**src/rtl/dmem_responder_if.sv**
```systemverilog
// CPU data-memory handshake bundle between a data-path master and dmem_responder.
// Signal names keep the responder-side _i/_o suffixes so both ends read the same.
interface dmem_responder_if;
  logic        req_i;
  logic        we_i;
  logic [31:0] addr_i;
  logic [31:0] wdata_i;
  logic        busy_o;
  logic        ack_o;
  logic [31:0] rdata_o;
  logic        err_o;

  modport master (
    output req_i, we_i, addr_i, wdata_i,
    input  busy_o, ack_o, rdata_o, err_o
  );

  modport slave (
    input  req_i, we_i, addr_i, wdata_i,
    output busy_o, ack_o, rdata_o, err_o
  );
endinterface

```
**src/rtl/dmem_responder.sv**
```systemverilog
// Fixed-latency word-addressed data memory responder: IDLE -> WAIT -> RESP, one access in flight.
// Define DMEM_ALIGN_CHECK_EN to flag misaligned accesses on err_o and suppress their effects.
module dmem_responder #(
  parameter int DEPTH   = 32,
  parameter int LATENCY = 3
) (
  input  logic            clk_i,
  input  logic            rst_i,
  dmem_responder_if.slave bus
);

  localparam int         IDX_W    = $clog2(DEPTH);
  localparam logic [3:0] CNT_LOAD = (LATENCY > 1) ? 4'(LATENCY - 2) : 4'd0;

  typedef enum logic [1:0] {
    IDLE = 2'd0,
    WAIT = 2'd1,
    RESP = 2'd2
  } state_e;

  state_e           state_q, state_d;
  logic [3:0]       cnt_q, cnt_d;
  logic             we_q, we_d;
  logic [31:0]      addr_q, addr_d;
  logic [31:0]      wdata_q, wdata_d;
  logic             busy_q, busy_d;
  logic             ack_q, ack_d;
  logic [31:0]      rdata_q, rdata_d;
  logic             err_q, err_d;
  logic [IDX_W-1:0] idx_d;
  logic             misaligned_d;

  logic [31:0]      mem [DEPTH];

  always_comb begin
    // NOTE: every _d starts from its held value so no path leaves it unassigned (no latches).
    state_d = state_q;
    cnt_d   = cnt_q;
    we_d    = we_q;
    addr_d  = addr_q;
    wdata_d = wdata_q;
    busy_d  = busy_q;
    ack_d   = 1'b0;
    rdata_d = rdata_q;
    err_d   = err_q;

    unique case (state_q)
      IDLE: begin
        if (bus.req_i) begin
          we_d    = bus.we_i;
          addr_d  = bus.addr_i;
          wdata_d = bus.wdata_i;
          busy_d  = 1'b1;
          if (LATENCY == 1) begin
            state_d = RESP;
            ack_d   = 1'b1;
          end else begin
            state_d = WAIT;
            cnt_d   = CNT_LOAD;
          end
        end
      end
      WAIT: begin
        if (cnt_q == 4'd0) begin
          state_d = RESP;
          ack_d   = 1'b1;
        end else begin
          cnt_d = cnt_q - 4'd1;
        end
      end
      RESP: begin
        state_d = IDLE;
        busy_d  = 1'b0;
      end
      default: begin
        state_d = IDLE;
        busy_d  = 1'b0;
      end
    endcase

    // Response data is captured on the edge entering RESP, from the latched request.
    idx_d = addr_d[IDX_W+1:2];
`ifdef DMEM_ALIGN_CHECK_EN
    misaligned_d = (addr_d[1:0] != 2'b00);
`else
    misaligned_d = 1'b0;
`endif
    if (ack_d) begin
      err_d   = misaligned_d;
      rdata_d = (we_d || misaligned_d) ? 32'd0 : mem[idx_d];
    end
  end

  // NOTE: sequential state uses non-blocking assignments so all flops update together.
  always_ff @(posedge clk_i) begin
    if (rst_i) begin
      state_q <= IDLE;
      cnt_q   <= 4'd0;
      we_q    <= 1'b0;
      addr_q  <= 32'd0;
      wdata_q <= 32'd0;
      busy_q  <= 1'b0;
      ack_q   <= 1'b0;
      rdata_q <= 32'd0;
      err_q   <= 1'b0;
    end else begin
      state_q <= state_d;
      cnt_q   <= cnt_d;
      we_q    <= we_d;
      addr_q  <= addr_d;
      wdata_q <= wdata_d;
      busy_q  <= busy_d;
      ack_q   <= ack_d;
      rdata_q <= rdata_d;
      err_q   <= err_d;
    end
  end

  // NOTE: storage is deliberately not reset; contents survive rst_i, only an in-flight write is dropped.
  always_ff @(posedge clk_i) begin
    if (!rst_i && state_q == RESP && we_q && !err_q) begin
      mem[addr_q[IDX_W+1:2]] <= wdata_q;
    end
  end

  assign bus.busy_o  = busy_q;
  assign bus.ack_o   = ack_q;
  assign bus.rdata_o = rdata_q;
  assign bus.err_o   = err_q;

endmodule
```
**src/flat_wrapper.sv**
```systemverilog
// flat-port wrapper written by rule: the top's interface ports become plain ports
module dmem_responder_flat 
#(
  parameter int DEPTH   = 32,
  parameter int LATENCY = 3
)
  (clk_i, rst_i, bus_req_i, bus_we_i, bus_addr_i, bus_wdata_i, bus_busy_o, bus_ack_o, bus_rdata_o, bus_err_o);
  dmem_responder_if bus_i ();
  input  logic clk_i;
  input  logic rst_i;
  input wire logic [$bits(bus_i.req_i)-1:0] bus_req_i;
  input wire logic [$bits(bus_i.we_i)-1:0] bus_we_i;
  input wire logic [$bits(bus_i.addr_i)-1:0] bus_addr_i;
  input wire logic [$bits(bus_i.wdata_i)-1:0] bus_wdata_i;
  output wire logic [$bits(bus_i.busy_o)-1:0] bus_busy_o;
  output wire logic [$bits(bus_i.ack_o)-1:0] bus_ack_o;
  output wire logic [$bits(bus_i.rdata_o)-1:0] bus_rdata_o;
  output wire logic [$bits(bus_i.err_o)-1:0] bus_err_o;
  assign bus_i.req_i = bus_req_i;
  assign bus_i.we_i = bus_we_i;
  assign bus_i.addr_i = bus_addr_i;
  assign bus_i.wdata_i = bus_wdata_i;
  assign bus_busy_o = bus_i.busy_o;
  assign bus_ack_o = bus_i.ack_o;
  assign bus_rdata_o = bus_i.rdata_o;
  assign bus_err_o = bus_i.err_o;
  dmem_responder #(.DEPTH(DEPTH), .LATENCY(LATENCY)) u_core (.clk_i(clk_i), .rst_i(rst_i), .bus(bus_i));
endmodule
```
**config.mk**
```make
export PLATFORM = sky130hd
export DESIGN_NAME = dmem_responder_flat
export DESIGN_NICKNAME = d
export VERILOG_FILES = /design/src/rtl/dmem_responder_if.sv /design/src/rtl/dmem_responder.sv /design/src/flat_wrapper.sv
export SDC_FILE = /design/constraint.sdc
export NUM_CORES = 1
export LEC_CHECK = 0
export CAP_MARGIN = 20
export CORE_ASPECT_RATIO = 0.7
export CORE_UTILIZATION = 35
export DETAILED_ROUTE_END_ITERATION = 6
export PLACE_DENSITY = 0.58
export SLEW_MARGIN = 10
export SYNTH_ARGS = -nofsm -noshare
export SYNTH_HDL_FRONTEND = slang
export SYNTH_SLANG_ARGS = --single-unit
```
**constraint.sdc**
```tcl
create_clock -name clk_i -period 4.2 [get_ports clk_i]
set_input_delay 0.63 -clock clk_i [delete_from_list [all_inputs] [get_ports clk_i]]
set_output_delay 0.63 -clock clk_i [all_outputs]
set_load 0.005 [all_outputs]
```
Word-level counts from Yosys, hierarchy flattened

Memory sizes are Yosys's and may differ from the RTL's.
Index checks and enable logic that the tools add are counted.

Bits in registers: 80
RAM bits: 1024
Word-level logic and storage cells: 44
Memories kept: 1

Memories:

| name       | words | bits a word | read ports | clocked after Yosys merged registers in | write ports | line                 | source |
|---|---|---|---|---|---|---|---|
| u_core.mem | 32    | 32          | 1          | 0                                       | 1           | dmem_responder.sv:33 | `logic [31:0] mem [DEPTH];` |

Add/subtract/negate cells: 1
Equal/unequal tests: 5
Mux-type cells: 17
Bitwise operators: 1
Reduce and logical (&&, ||, !) cells: 10

Operator list:

| cell                                                                | number |
|---|---|
| 32-bit two-way mux                                                  | 1 |
| 7-bit two-way mux                                                   | 2 |
| 4-bit two-way mux                                                   | 2 |
| 4-bit case mux with 2 select lines                                  | 1 |
| 1-bit two-way mux                                                   | 7 |
| 2-bit AND reduction                                                 | 3 |
| 4-bit zero test                                                     | 1 |
| 2-bit two-way mux                                                   | 2 |
| 2-bit != test (second input constant)                               | 2 |
| 2-bit case mux with 2 select lines                                  | 1 |
| 4-bit by 1-bit subtractor with 4-bit output (second input constant) | 1 |
| 3-bit AND reduction                                                 | 1 |
| 2-bit by 1-bit == test with 1-bit output (second input constant)    | 1 |
| 2-bit == test (second input constant)                               | 1 |
| 1-bit logical AND                                                   | 2 |
| 2-bit zero test                                                     | 1 |
| 2-bit by 1-bit != test with 1-bit output (second input constant)    | 1 |
| 1-bit case mux with 2 select lines                                  | 1 |
| 2-bit nonzero test                                                  | 1 |
| 1-bit zero test                                                     | 1 |
| 1-bit inverter                                                      | 1 |

Depth between registers and ports, before layout

Word-level depth: 5
Gate-level depth with buffers: 11
Depth with buffers taken out: 8

Worst setup path after synthesis

OpenSTA, ideal clock, no wires.

Path type: register -> register
Start: register u_core.addr_q[3]
End: memory u_core.mem[23][0] (enable)
Setup time: 461 ps
Arrival time: 3736 ps
Required time: 3739 ps
Setup slack: 3 ps
Stages on the path, launching flop included: 7
Path buffers: 4
Clock period less this slack: 4197 ps
Cell sequence: dfxtp_1 > buf_2 > buf_2 > buf_2 > buf_2 > nand3_1 > nor3_1

RTL lines:

| item                   | line                  | source |
|---|---|---|
| start, declared        | dmem_responder.sv:24  | `logic [31:0] addr_q, addr_d;` |
| start signal, assigned | dmem_responder.sv:110 | `addr_q <= addr_d;` |
| end, declared          | dmem_responder.sv:33  |  |

Straight into the memory's write port.

Worst setup path after layout

Start: register u_core.addr_q[3]
End: memory u_core.mem[26][7] (enable)

Straight into the memory's write port.

==> metrics.txt <==
outcome finished clean; worst hold path type reg -> reg; Mean Syn Cell Area 17.3 um^2; Unique masters post-synth 52; antenna violations before repair 3; drc violations 0; worst-path cell chain buf_12, nand2_1, nor2_4, buf_4; critical path capture point type flip-flop; fin cells 4906; share of async-settable or async-resettable flops after synthesis 0%; worst skew pair latency slightly above 0.7 ns; Final Hold Vio Count 0; clk slew on worst S/H paths around 0.060 ns; metal2 WL 62200 um; pre-CTS setup slack approximately 0.6 ns; post-DP HPWL 82600 um; max-slew violation total from the final report 0; Die Span X 450 um; CTS tree built; Mapped Cells 2837; Vias/cell 5.84; count leader, synth edfxtp_1; hold_buf cts 0; Lkg Pwr 17.9 nW; number of global-route vias before repair 27800; Layout area overhead 15.2%; register bit total from synthesis between 1000 and 1500; most frequent cells after synthesis 1024 x edfxtp_1, 447 x mux4_2, 351 x nand2_1; Port Buffers 74; number of gates resized after cts 0; final worst path period share 68.9%; sequential power share 51.1%; Rel. slew slack 30.5%; Main synth FF type edfxtp_1; Final setup viols 0; Req. time, crit path 4.55 ns; sequential fraction of the synthesis area 65.7%; maximum VDD drop 0.000295 V; Root Buffer clkbuf_16; CTS H-Tree Depth 3; critical path class reg -> reg; largest net degree at the start of global routing 110; crit path time final 2.90 ns; leading post-synthesis cells by cell area edfxtp_1 63%, mux4_2 20%, dfxtp_1 3.2%; detailed-route via count ~29000; placed cell count roughly 4700; aggregate global routing overflow 0; GR Util All Layers 19.9%; antenna cells 0; drt total wl 142000 um; io pins 103; Power Total 23.8 mW; Post-synth EDFFs 1024; Routed WL per cell a little under 30 um; Met3 Routed Length roughly 13000 um; Max-Cap Viols 0; CP delay by family, top simple AND/OR/NAND/NOR gates; clock sinks 1102; met1 WL 64800 um; clk_skew 0.0375 ns; 1st-pass router iterations 7; Synth Warn # 0; placer congestion estimate 0.760; Die Y 316 um; area of the multi-input gates around 0.016 mm^2; first-pass GRT wire length between 200000 and 250000 um; Core Area 0.139 mm^2; Nets 3030; worst slew pin tran between 1 and 1.5 ns; Largest stage delay, worst path approximately 0.58 ns; fill count 12400; Synth area leader edfxtp_1; Crit Path Max Fanout 63; slowest stage cell on the critical path nand2_1; Post-CTS Setup Inserts 0; max frequency 345 MHz; internal power 18.2 mW; worst path bufs/invs 2; Synth Cell Area 0.0492 mm^2; RSZ-0062 raised after global routing false; power share of the clock group 39.3%; FF+latch area 0.0323 mm^2; Site Rows 114; die area 0.142 mm^2; Comb power frac under 10%; Net Sw Frac 23.6%; ratio of cells with drive above 1 in the final layout between 20% and 30%; Antenna Nets Post-Route 0; setup ws final 1.30 ns; cts bufs inserted roughly 100; Critical Path Source Type flip-flop; pwr dens 421 mW/mm^2; Iteration-0 DRC Markers 3638; syn_nets 2907; Net Sw Power 5.62 mW; post-synth top area share 62.5%; highest routing layer actually used met4; deepest clock path buffer count 3; WP data arrival between 3 and 4 ns; setup TNS 0 ns; Initial Utilization a little over a third
[cell type report]
type / count / area share [%]
Inverter: 8 / 0.0530
Clock inverter: 48 / 0.683
Clock buffer: 148 / 5.23
Tap cell: 1856 / 4.10
Sequential cell: 1102 / 57.1
Multi-Input combinational cell: 1500 / 28.4
Timing Repair Buffer: 244 / 4.46
[power by group through the flow]
stage | registers (mW) | logic (mW) | clock network [mW]
after floorplan | 12.4 | 1.34 | 0
after global placement | 12.4 | 2.23 | 0
after detailed placement | 12.5 | 2.24 | 0
after CTS | 12.2 | 2.24 | 9.50
after global routing | 12.2 | 2.44 | 9.92
final | 12.2 | 2.30 | 9.35
[routing by layer]
| metal | up-vias | GRT usage (%) |
|---|---|---|
| met5 | - | 0 |
| met4 | 0 | 4.35 |
| met3 | 176 | 4.00 |
| met2 | 1288 | 29.0 |
| met1 | 15200 | 30.6 |
| li1 | 12000 | - |
[worst register-to-register path: cells and delay by family, from the launching register on]
kind	cells	cell delay, ns
buf+inv	2	0.86
simple gates	2	1.10
flops	1	0.57
[registers in the layout (all words and copies together) (netlist names)]
signal,cells
u_core.addr_q,5
u_core.bus.ack_o,1
u_core.bus.busy_o,1
u_core.bus.rdata_o,32
u_core.wdata_q,32
u_core.we_q,1
u_core.mem,1024
u_core.cnt_q,4
u_core.state_q,2
[cells by family (layout without fill, tap and decap cells)]
family,count (synthesis),after routing,synth area share [%]
DFF,1102,1102,65.7
muxes,502,502,21.7
buffers and inverters,235,448,2.21
xor gates and xnor gates,2,2,0.0356
other,1,1,0.00762
adders and majority gates,2,2,0.0509
and+or+nand+nor,650,650,5.85
AOI/OAI and AO/OA,343,343,4.48
[path summary, 6_finish.rpt]
check / from / to / slack (ns) / depth (start not counted)
min reg2reg: u_core.wdata_q[12] / u_core.wdata_q[12] / 0.45 / 2
min: u_core.wdata_q[12] / u_core.wdata_q[12] / 0.45 / 2
max: u_core.addr_q[3] / u_core.mem[26][7] / 1.30 / 4
max reg2reg: u_core.addr_q[3] / u_core.mem[26][7] / 1.30 / 4
[cells in the final DEF (no fill, tap or decap), drive strengths merged, types with 34 or more instances in the layout]
cell / n
a211oi: 34
a21oi: 78
buf: 173
clkbuf: 148
clkdlybuf4s50: 71
clkinv: 34
dfxtp: 78
edfxtp: 1024
mux4: 447
nand2: 351
nand3: 62
nor2: 50
nor3: 114
o21ai: 96
[through the flow]
step / hold slack [ns] / util (%) / instance area [um^2]
2_1_floorplan: 0.451 / - / 49200
3_3_place_gp: 0.447 / 38.3 / 53200
3_5_place_dp: 0.449 / 38.3 / 53200
4_1_cts: 0.436 / 40.7 / 56500
5_1_grt: 0.465 / 40.8 / 56600
6_report: 0.455 / 40.8 / 56600
Power figures use the tool's default switching activity.
